$ cat src/rtl/uart_rx_param.sv
// Parametrised UART receiver: 2-FF synchroniser, mid-bit sampling with false-start
// rejection, optional parity, 1 or 2 stop bits, valid/ready output with overrun flag.
`timescale 1ns/1ps

module uart_rx_param #(
  parameter int DATA_BITS    = 8,
  parameter int CLKS_PER_BIT = 868,
  parameter int PARITY       = 0,
  parameter int STOP_BITS    = 1
) (
  input  logic                 clk,
  input  logic                 reset,
  input  logic                 rx_in,
  input  logic                 rx_ready,
  output logic [DATA_BITS-1:0] rx_data,
  output logic                 rx_valid,
  output logic                 parity_err,
  output logic                 frame_err,
  output logic                 overrun,
  output logic                 busy
);

  localparam int TW = $clog2(CLKS_PER_BIT);
  localparam int BW = $clog2(DATA_BITS + 1);

  localparam logic [TW-1:0] HALF_LAST = TW'(CLKS_PER_BIT / 2 - 1);
  localparam logic [TW-1:0] BIT_LAST  = TW'(CLKS_PER_BIT - 1);
  localparam logic [BW-1:0] DATA_LAST = BW'(DATA_BITS - 1);
  localparam logic [BW-1:0] STOP_LAST = BW'(STOP_BITS - 1);

  typedef enum logic [2:0] {
    S_IDLE,
    S_START,
    S_DATA,
    S_PARITY,
    S_STOP
  } state_t;

  state_t               state, state_next;
  logic                 sync1, rxs;
  logic [TW-1:0]        timer, timer_next;
  logic [BW-1:0]        bitcnt, bit_next;
  logic [DATA_BITS-1:0] shreg, shreg_next;
  logic                 par_bad, par_bad_next;
  logic                 stop_bad, stop_bad_next;
  logic                 frame_done;
  logic                 xfer;

  // Both synchroniser flops reset high so a reset never looks like a start bit.
  always_ff @(posedge clk) begin
    if (reset) begin
      sync1 <= 1'b1;
      rxs   <= 1'b1;
    end else begin
      // NOTE: clocked state uses non-blocking assignments so every flop samples
      // the pre-edge values, independent of statement order.
      sync1 <= rx_in;
      rxs   <= sync1;
    end
  end

  always_ff @(posedge clk) begin
    if (reset) begin
      state    <= S_IDLE;
      timer    <= '0;
      bitcnt   <= '0;
      shreg    <= '0;
      par_bad  <= 1'b0;
      stop_bad <= 1'b0;
    end else begin
      state    <= state_next;
      timer    <= timer_next;
      bitcnt   <= bit_next;
      shreg    <= shreg_next;
      par_bad  <= par_bad_next;
      stop_bad <= stop_bad_next;
    end
  end

  // Sample decisions land at t0+2+H+j*CLKS_PER_BIT (j = bits after start), so the
  // last stop sample and the rx_valid load happen one cycle ahead of the nominal
  // t0+3+H+K*CLKS_PER_BIT point, inside the permitted one-cycle slack.
  always_comb begin
    // NOTE: every output of this block is given a default first; a path that
    // leaves one unassigned would otherwise infer a latch.
    state_next    = state;
    timer_next    = timer;
    bit_next      = bitcnt;
    shreg_next    = shreg;
    par_bad_next  = par_bad;
    stop_bad_next = stop_bad;
    frame_done    = 1'b0;

    case (state)
      S_IDLE: begin
        if (!rxs) begin
          timer_next = '0;
          state_next = S_START;
        end
      end

      S_START: begin
        if (timer == HALF_LAST) begin
          if (rxs) begin
            state_next = S_IDLE;
          end else begin
            timer_next    = '0;
            bit_next      = '0;
            par_bad_next  = 1'b0;
            stop_bad_next = 1'b0;
            state_next    = S_DATA;
          end
        end else begin
          timer_next = timer + 1'b1;
        end
      end

      S_DATA: begin
        if (timer == BIT_LAST) begin
          timer_next = '0;
          shreg_next = {rxs, shreg[DATA_BITS-1:1]};
          if (bitcnt == DATA_LAST) begin
            bit_next   = '0;
            state_next = (PARITY != 0) ? S_PARITY : S_STOP;
          end else begin
            bit_next = bitcnt + 1'b1;
          end
        end else begin
          timer_next = timer + 1'b1;
        end
      end

      S_PARITY: begin
        if (timer == BIT_LAST) begin
          timer_next   = '0;
          par_bad_next = (PARITY == 2) ? ~(^shreg ^ rxs) : (^shreg ^ rxs);
          state_next   = S_STOP;
        end else begin
          timer_next = timer + 1'b1;
        end
      end

      S_STOP: begin
        if (timer == BIT_LAST) begin
          timer_next    = '0;
          stop_bad_next = stop_bad | ~rxs;
          if (bitcnt == STOP_LAST) begin
            // Return to IDLE mid-stop-bit so a back-to-back start edge is not missed.
            bit_next   = '0;
            frame_done = 1'b1;
            state_next = S_IDLE;
          end else begin
            bit_next = bitcnt + 1'b1;
          end
        end else begin
          timer_next = timer + 1'b1;
        end
      end

      default: state_next = S_IDLE;
    endcase
  end

  assign xfer = rx_valid && rx_ready;
  assign busy = (state != S_IDLE);

  // A frame finishing while an untaken word is held is dropped and flagged;
  // one finishing on a transfer cycle replaces the word being consumed.
  always_ff @(posedge clk) begin
    if (reset) begin
      rx_data    <= '0;
      rx_valid   <= 1'b0;
      parity_err <= 1'b0;
      frame_err  <= 1'b0;
      overrun    <= 1'b0;
    end else begin
      if (xfer) begin
        rx_valid <= 1'b0;
        overrun  <= 1'b0;
      end
      if (frame_done) begin
        if (!rx_valid || xfer) begin
          rx_data    <= shreg;
          parity_err <= par_bad;
          frame_err  <= stop_bad_next;
          rx_valid   <= 1'b1;
        end else begin
          overrun <= 1'b1;
        end
      end
    end
  end

endmodule

$ cat config.mk
export PLATFORM = sky130hd
export DESIGN_NAME = uart_rx_param
export DESIGN_NICKNAME = d
export VERILOG_FILES = /design/src/rtl/uart_rx_param.sv
export SDC_FILE = /design/constraint.sdc
export NUM_CORES = 1
export LEC_CHECK = 0
export BUFFER_PORTS_ARGS = -buffer_cell sky130_fd_sc_hd__buf_2
export CAP_MARGIN = 15
export CORE_MARGIN = 4
export CORE_UTILIZATION = 35
export CTS_CLUSTER_SIZE = 30
export DETAILED_ROUTE_END_ITERATION = 6
export MAX_ROUTING_LAYER = met4
export PLACE_DENSITY = 0.52
export SLEW_MARGIN = 20
export SYNTH_ARGS = -nofsm -noshare
export SYNTH_HDL_FRONTEND = slang
export SYNTH_SLANG_ARGS = --single-unit
$ cat constraint.sdc
create_clock -name clk -period 4.3 [get_ports clk]
set_input_delay 0.86 -clock clk [delete_from_list [all_inputs] [get_ports clk]]
set_output_delay 0.86 -clock clk [all_outputs]
set_load 0.05 [all_outputs]
==> flow_summary.html <==
<table>
<tr><th>Metric</th><th>Value</th></tr>
<tr><th colspan="2">Setup path</th></tr>
<tr><td>CP max stage delay</td><td>0.54 ns</td></tr>
<tr><td>Category of the critical setup timing path</td><td>reg2out</td></tr>
<tr><td>Peak fanout along the critical path</td><td>15</td></tr>
<tr><td>Cell with the largest stage delay on the worst path</td><td>or3_2</td></tr>
<tr><td>Crit Reg-Reg Startpoint</td><td>timer[0]</td></tr>
<tr><td>Req. time, crit path</td><td>3.44 ns</td></tr>
<tr><td>Chain of cells forming the critical path</td><td>or3_2 -&gt; buf_2</td></tr>
<tr><td>Critical Path Sink Type</td><td>output port</td></tr>
<tr><td>Worst path arrival time</td><td>1.53 ns</td></tr>
<tr><td>Start point of the critical path</td><td>state[1]</td></tr>
<tr><td>Startpoint types</td><td>flop</td></tr>
<tr><th colspan="2">Die</th></tr>
<tr><td>Total I/O pin count</td><td>17</td></tr>
<tr><td>Initial standard-cell utilization of the core</td><td>36.4%</td></tr>
<tr><td>DIE AREA</td><td>7510 sq um</td></tr>
<tr><td>Die X-Extent</td><td>86.7 microns</td></tr>
<tr><td>Row count</td><td>28</td></tr>
<tr><td>Area of the core</td><td>5960 sq um</td></tr>
<tr><td>Die extent in y</td><td>86.7 microns</td></tr>
<tr><th colspan="2">Power and ir drop</th></tr>
<tr><td>VDD IR max</td><td>159 uV</td></tr>
<tr><td>Leakage power summed over all cells</td><td>0.970 nW</td></tr>
<tr><td>Pwr Density</td><td>286 nW/um^2</td></tr>
<tr><th colspan="2">Timing</th></tr>
<tr><td>Tightest Pin Transition</td><td>0.746 ns</td></tr>
<tr><td>Slew Limit Headroom</td><td>50.3%</td></tr>
<tr><td>Final critical-path share of the clock period</td><td>55.5%</td></tr>
<tr><td>Final setup violation count</td><td>0</td></tr>
<tr><td>Max Clk Rate</td><td>0.419 GHz</td></tr>
<tr><td>Final slew viol count</td><td>0</td></tr>
<tr><td>Min Hold Slack</td><td>0.417 ns</td></tr>
<tr><td>Final sum of negative setup slack</td><td>0 ns</td></tr>
<tr><td>Setup repair after global routing missed its margin</td><td>no</td></tr>
<tr><td>Skew final</td><td>0.00436 ns</td></tr>
<tr><td>Minimum clock period</td><td>2.39 ns</td></tr>
<tr><td>Final Hold Viols</td><td>0</td></tr>
<tr><th colspan="2">Route</th></tr>
<tr><td>Post-detailed-route count of antenna-violating nets</td><td>0</td></tr>
<tr><td>Routed wire length</td><td>4.29 mm</td></tr>
<tr><td>Drt drc</td><td>0</td></tr>
<tr><td>Routed wirelength normalized by instance count</td><td>13.7 microns</td></tr>
<tr><td>Detailed-routing iteration count for the pre-antenna-repair pass</td><td>4</td></tr>
<tr><td>Routed vias/inst</td><td>5.17</td></tr>
<tr><td>Number of DRC markers in iteration 0</td><td>87</td></tr>
<tr><td>Via Count</td><td>1624</td></tr>
<tr><th colspan="2">Cells and area</th></tr>
<tr><td>Count of nets after finishing</td><td>246</td></tr>
<tr><td>Design area</td><td>2320 sq um</td></tr>
<tr><td>Final cell utilization of the core</td><td>39.0%</td></tr>
<tr><td>Filler Cells Inserted</td><td>631</td></tr>
<tr><td>Total inserted antenna cells</td><td>0</td></tr>
<tr><td>Share of cells above drive strength 1</td><td>16.7%</td></tr>
<tr><td>Combined flip-flop and latch cell area</td><td>821 sq um</td></tr>
<tr><td>Footprint of the multi-input gates</td><td>1220 sq um</td></tr>
<tr><td>Leading cell type in the layout, fill and taps excluded</td><td>dfxtp_1</td></tr>
<tr><td>Most frequent cells in the layout</td><td>41 x dfxtp_1, 29 x nor2_1, 17 x mux2i_1</td></tr>
<tr><td>Area growth, synth to finish</td><td>7.22%</td></tr>
<tr><td>Final standard cell count with taps included and fillers excluded</td><td>314</td></tr>
<tr><th colspan="2">Clock network</th></tr>
<tr><td>Buffers inserted during post-CTS setup optimization</td><td>0</td></tr>
<tr><td>Clock buffer depth</td><td>2</td></tr>
<tr><td>CTS tree</td><td>built</td></tr>
<tr><td>Num Clock Sinks</td><td>41</td></tr>
<tr><td>Clock tree root buffer cell</td><td>clkbuf_8</td></tr>
<tr><td>Post-cts resize count</td><td>0</td></tr>
<tr><td>H-tree level count</td><td>2</td></tr>
<tr><td>Clock edge transition at the registers on the reported setup and hold paths</td><td>0.08 ns</td></tr>
<tr><td>Hold buffer count at CTS</td><td>0</td></tr>
<tr><td>Clk Latency, worst-skew pair</td><td>0.29 ns</td></tr>
<tr><td>TritonCTS buffer count</td><td>5</td></tr>
<tr><th colspan="2">Job</th></tr>
<tr><td>Max-cap violations</td><td>0</td></tr>
<tr><th colspan="2">GRT</th></tr>
<tr><td>Pin count of the biggest net entering global routing</td><td>44</td></tr>
<tr><td>Total congestion overflow after global routing</td><td>0</td></tr>
<tr><td>Number of global-route vias before repair</td><td>1632</td></tr>
<tr><td>Initial antenna violation count</td><td>0</td></tr>
<tr><td>Global-route wire length before repair</td><td>7.74 mm</td></tr>
<tr><td>Total routing usage reported by global routing</td><td>13.2%</td></tr>
<tr><th colspan="2">Yosys</th></tr>
<tr><td>EDFF count, synth</td><td>0</td></tr>
<tr><td>Count of mapped cells out of synthesis</td><td>226</td></tr>
<tr><td>Synth Cell Area</td><td>2170 sq um</td></tr>
<tr><td>Syn avg cell area</td><td>9.58 sq um</td></tr>
<tr><td>Predominant post-synthesis flop cell</td><td>dfxtp_1</td></tr>
<tr><td>Post-synthesis sequential element count</td><td>41</td></tr>
<tr><td>Net Count, Synth</td><td>234</td></tr>
<tr><td>Proportion of synthesized flip-flops having asynchronous set or reset</td><td>0%</td></tr>
<tr><td>Sequential element share of the synthesized area</td><td>37.9%</td></tr>
<tr><td>Yosys warning total</td><td>0</td></tr>
<tr><td>Number of distinct library cells after synthesis</td><td>59</td></tr>
<tr><th colspan="2">Placement</th></tr>
<tr><td>Total placed instance area</td><td>2230 sq um</td></tr>
<tr><td>Count of buffers from port buffering</td><td>16</td></tr>
<tr><td>Total instance count after detailed placement</td><td>306</td></tr>
<tr><td>HPWL after DPL</td><td>2.94 mm</td></tr>
<tr><td>Global placement routability congestion</td><td>0.814</td></tr>
<tr><th colspan="2">Hold path</th></tr>
<tr><td>Startpoint of the worst hold path</td><td>sync1</td></tr>
<tr><td>HP Class</td><td>reg2reg</td></tr>
<tr><th colspan="2">Status</th></tr>
<tr><td>Outcome</td><td>completed</td></tr>
</table>
-- synthesized netlist by cell type, types with 2 or more instances --
master / instances / share of area, %
a211oi_1: 3 / 1.0
a21o_1: 3 / 1.0
a21oi_1: 11 / 2.5
a22o_1: 3 / 1.2
a22oi_1: 3 / 1.0
and3_1: 6 / 1.7
buf_6: 4 / 2.1
clkbuf_1: 3 / 0.52
clkbuf_8: 3 / 1.9
dfxtp_1: 41 / 38
ha_1: 4 / 2.3
inv_1: 6 / 1.0
mux2i_1: 17 / 7.9
nand2_1: 6 / 1.0
nand2b_1: 5 / 1.4
nand3_1: 6 / 1.4
nand3b_1: 5 / 1.7
nor2_1: 29 / 5.0
nor2b_1: 3 / 0.87
nor3_1: 3 / 0.69
nor3b_1: 5 / 1.7
o21a_1: 2 / 0.69
o21ai_0: 5 / 1.2
o22ai_1: 5 / 1.4
o32ai_1: 2 / 0.81
or2_2: 2 / 0.58
or3b_1: 3 / 1.2
xnor2_1: 6 / 2.4
xor2_1: 2 / 0.81
-- layout make-up --
| cell class | count | area share [%] |
|---|---|---|
| multi-input combinational | 168 | 52.4 |
| sequential | 41 | 35.3 |
| clock inverter | 2 | 0.647 |
| tap | 75 | 4.04 |
| inverter | 6 | 0.970 |
| clock buffer | 6 | 3.12 |
| timing repair buffer | 16 | 3.45 |
-- critical path, delay by kind of cell (launching register included) --
family                 cells  cell delay (ns)
buffers and inverters      1             0.23
flip-flops                 1             0.47
AND/OR/NAND/NOR            1             0.54
-- power breakdown --
| group | switching, mW | internal [mW] |
|---|---|---|
| registers | 0.00383 | 0.381 |
| clock network | 0.136 | 0.114 |
| logic | 0.0178 | 0.0105 |
| total | 0.158 | 0.506 |
-- cell families (layout without fill, tap and decap cells) --
kind of cell | count (synthesis) | count (layout) | share of synthesized area (%)
flops | 41 | 41 | 37.9
buf+inv | 17 | 30 | 5.89
mux | 18 | 18 | 8.38
xor+xnor | 9 | 9 | 4.28
simple gates | 91 | 91 | 26.2
fa+ha+maj | 4 | 4 | 2.31
compound gates | 46 | 46 | 15.1
-- metal layers --
metal / routed length (microns) / track usage [%]
met2: 1920 / 20.4
met4: 74 / 5.52
met3: 101 / 2.38
met1: 2200 / 17.0
met5: 0 / -
-- worst paths after layout --
check              endpoint  slack (ns)  depth (start not counted)
setup / recovery       busy        1.91                          2
hold / removal          rxs        0.42                          1
setup reg to reg  frame_err        1.95                          6
hold reg to reg         rxs        0.42                          1
-- through the flow --
stage               total power, mW  setup slack, ns
CTS                           0.675             1.90
floorplan                     0.419             2.41
global placement              0.423             2.00
finish                        0.664             1.91
detailed placement            0.423             1.94
global route                  0.698             1.69
-- sequential cells by signal (all words and copies together) (netlist names) --
register and count:
state 3, par_bad 1, rx_data 8, parity_err 1, rxs 1, timer 10
shreg 8, rx_valid 1, sync1 1, bitcnt 4, frame_err 1, overrun 1
stop_bad 1
No activity file was read; power rests on OpenSTA's default activity.
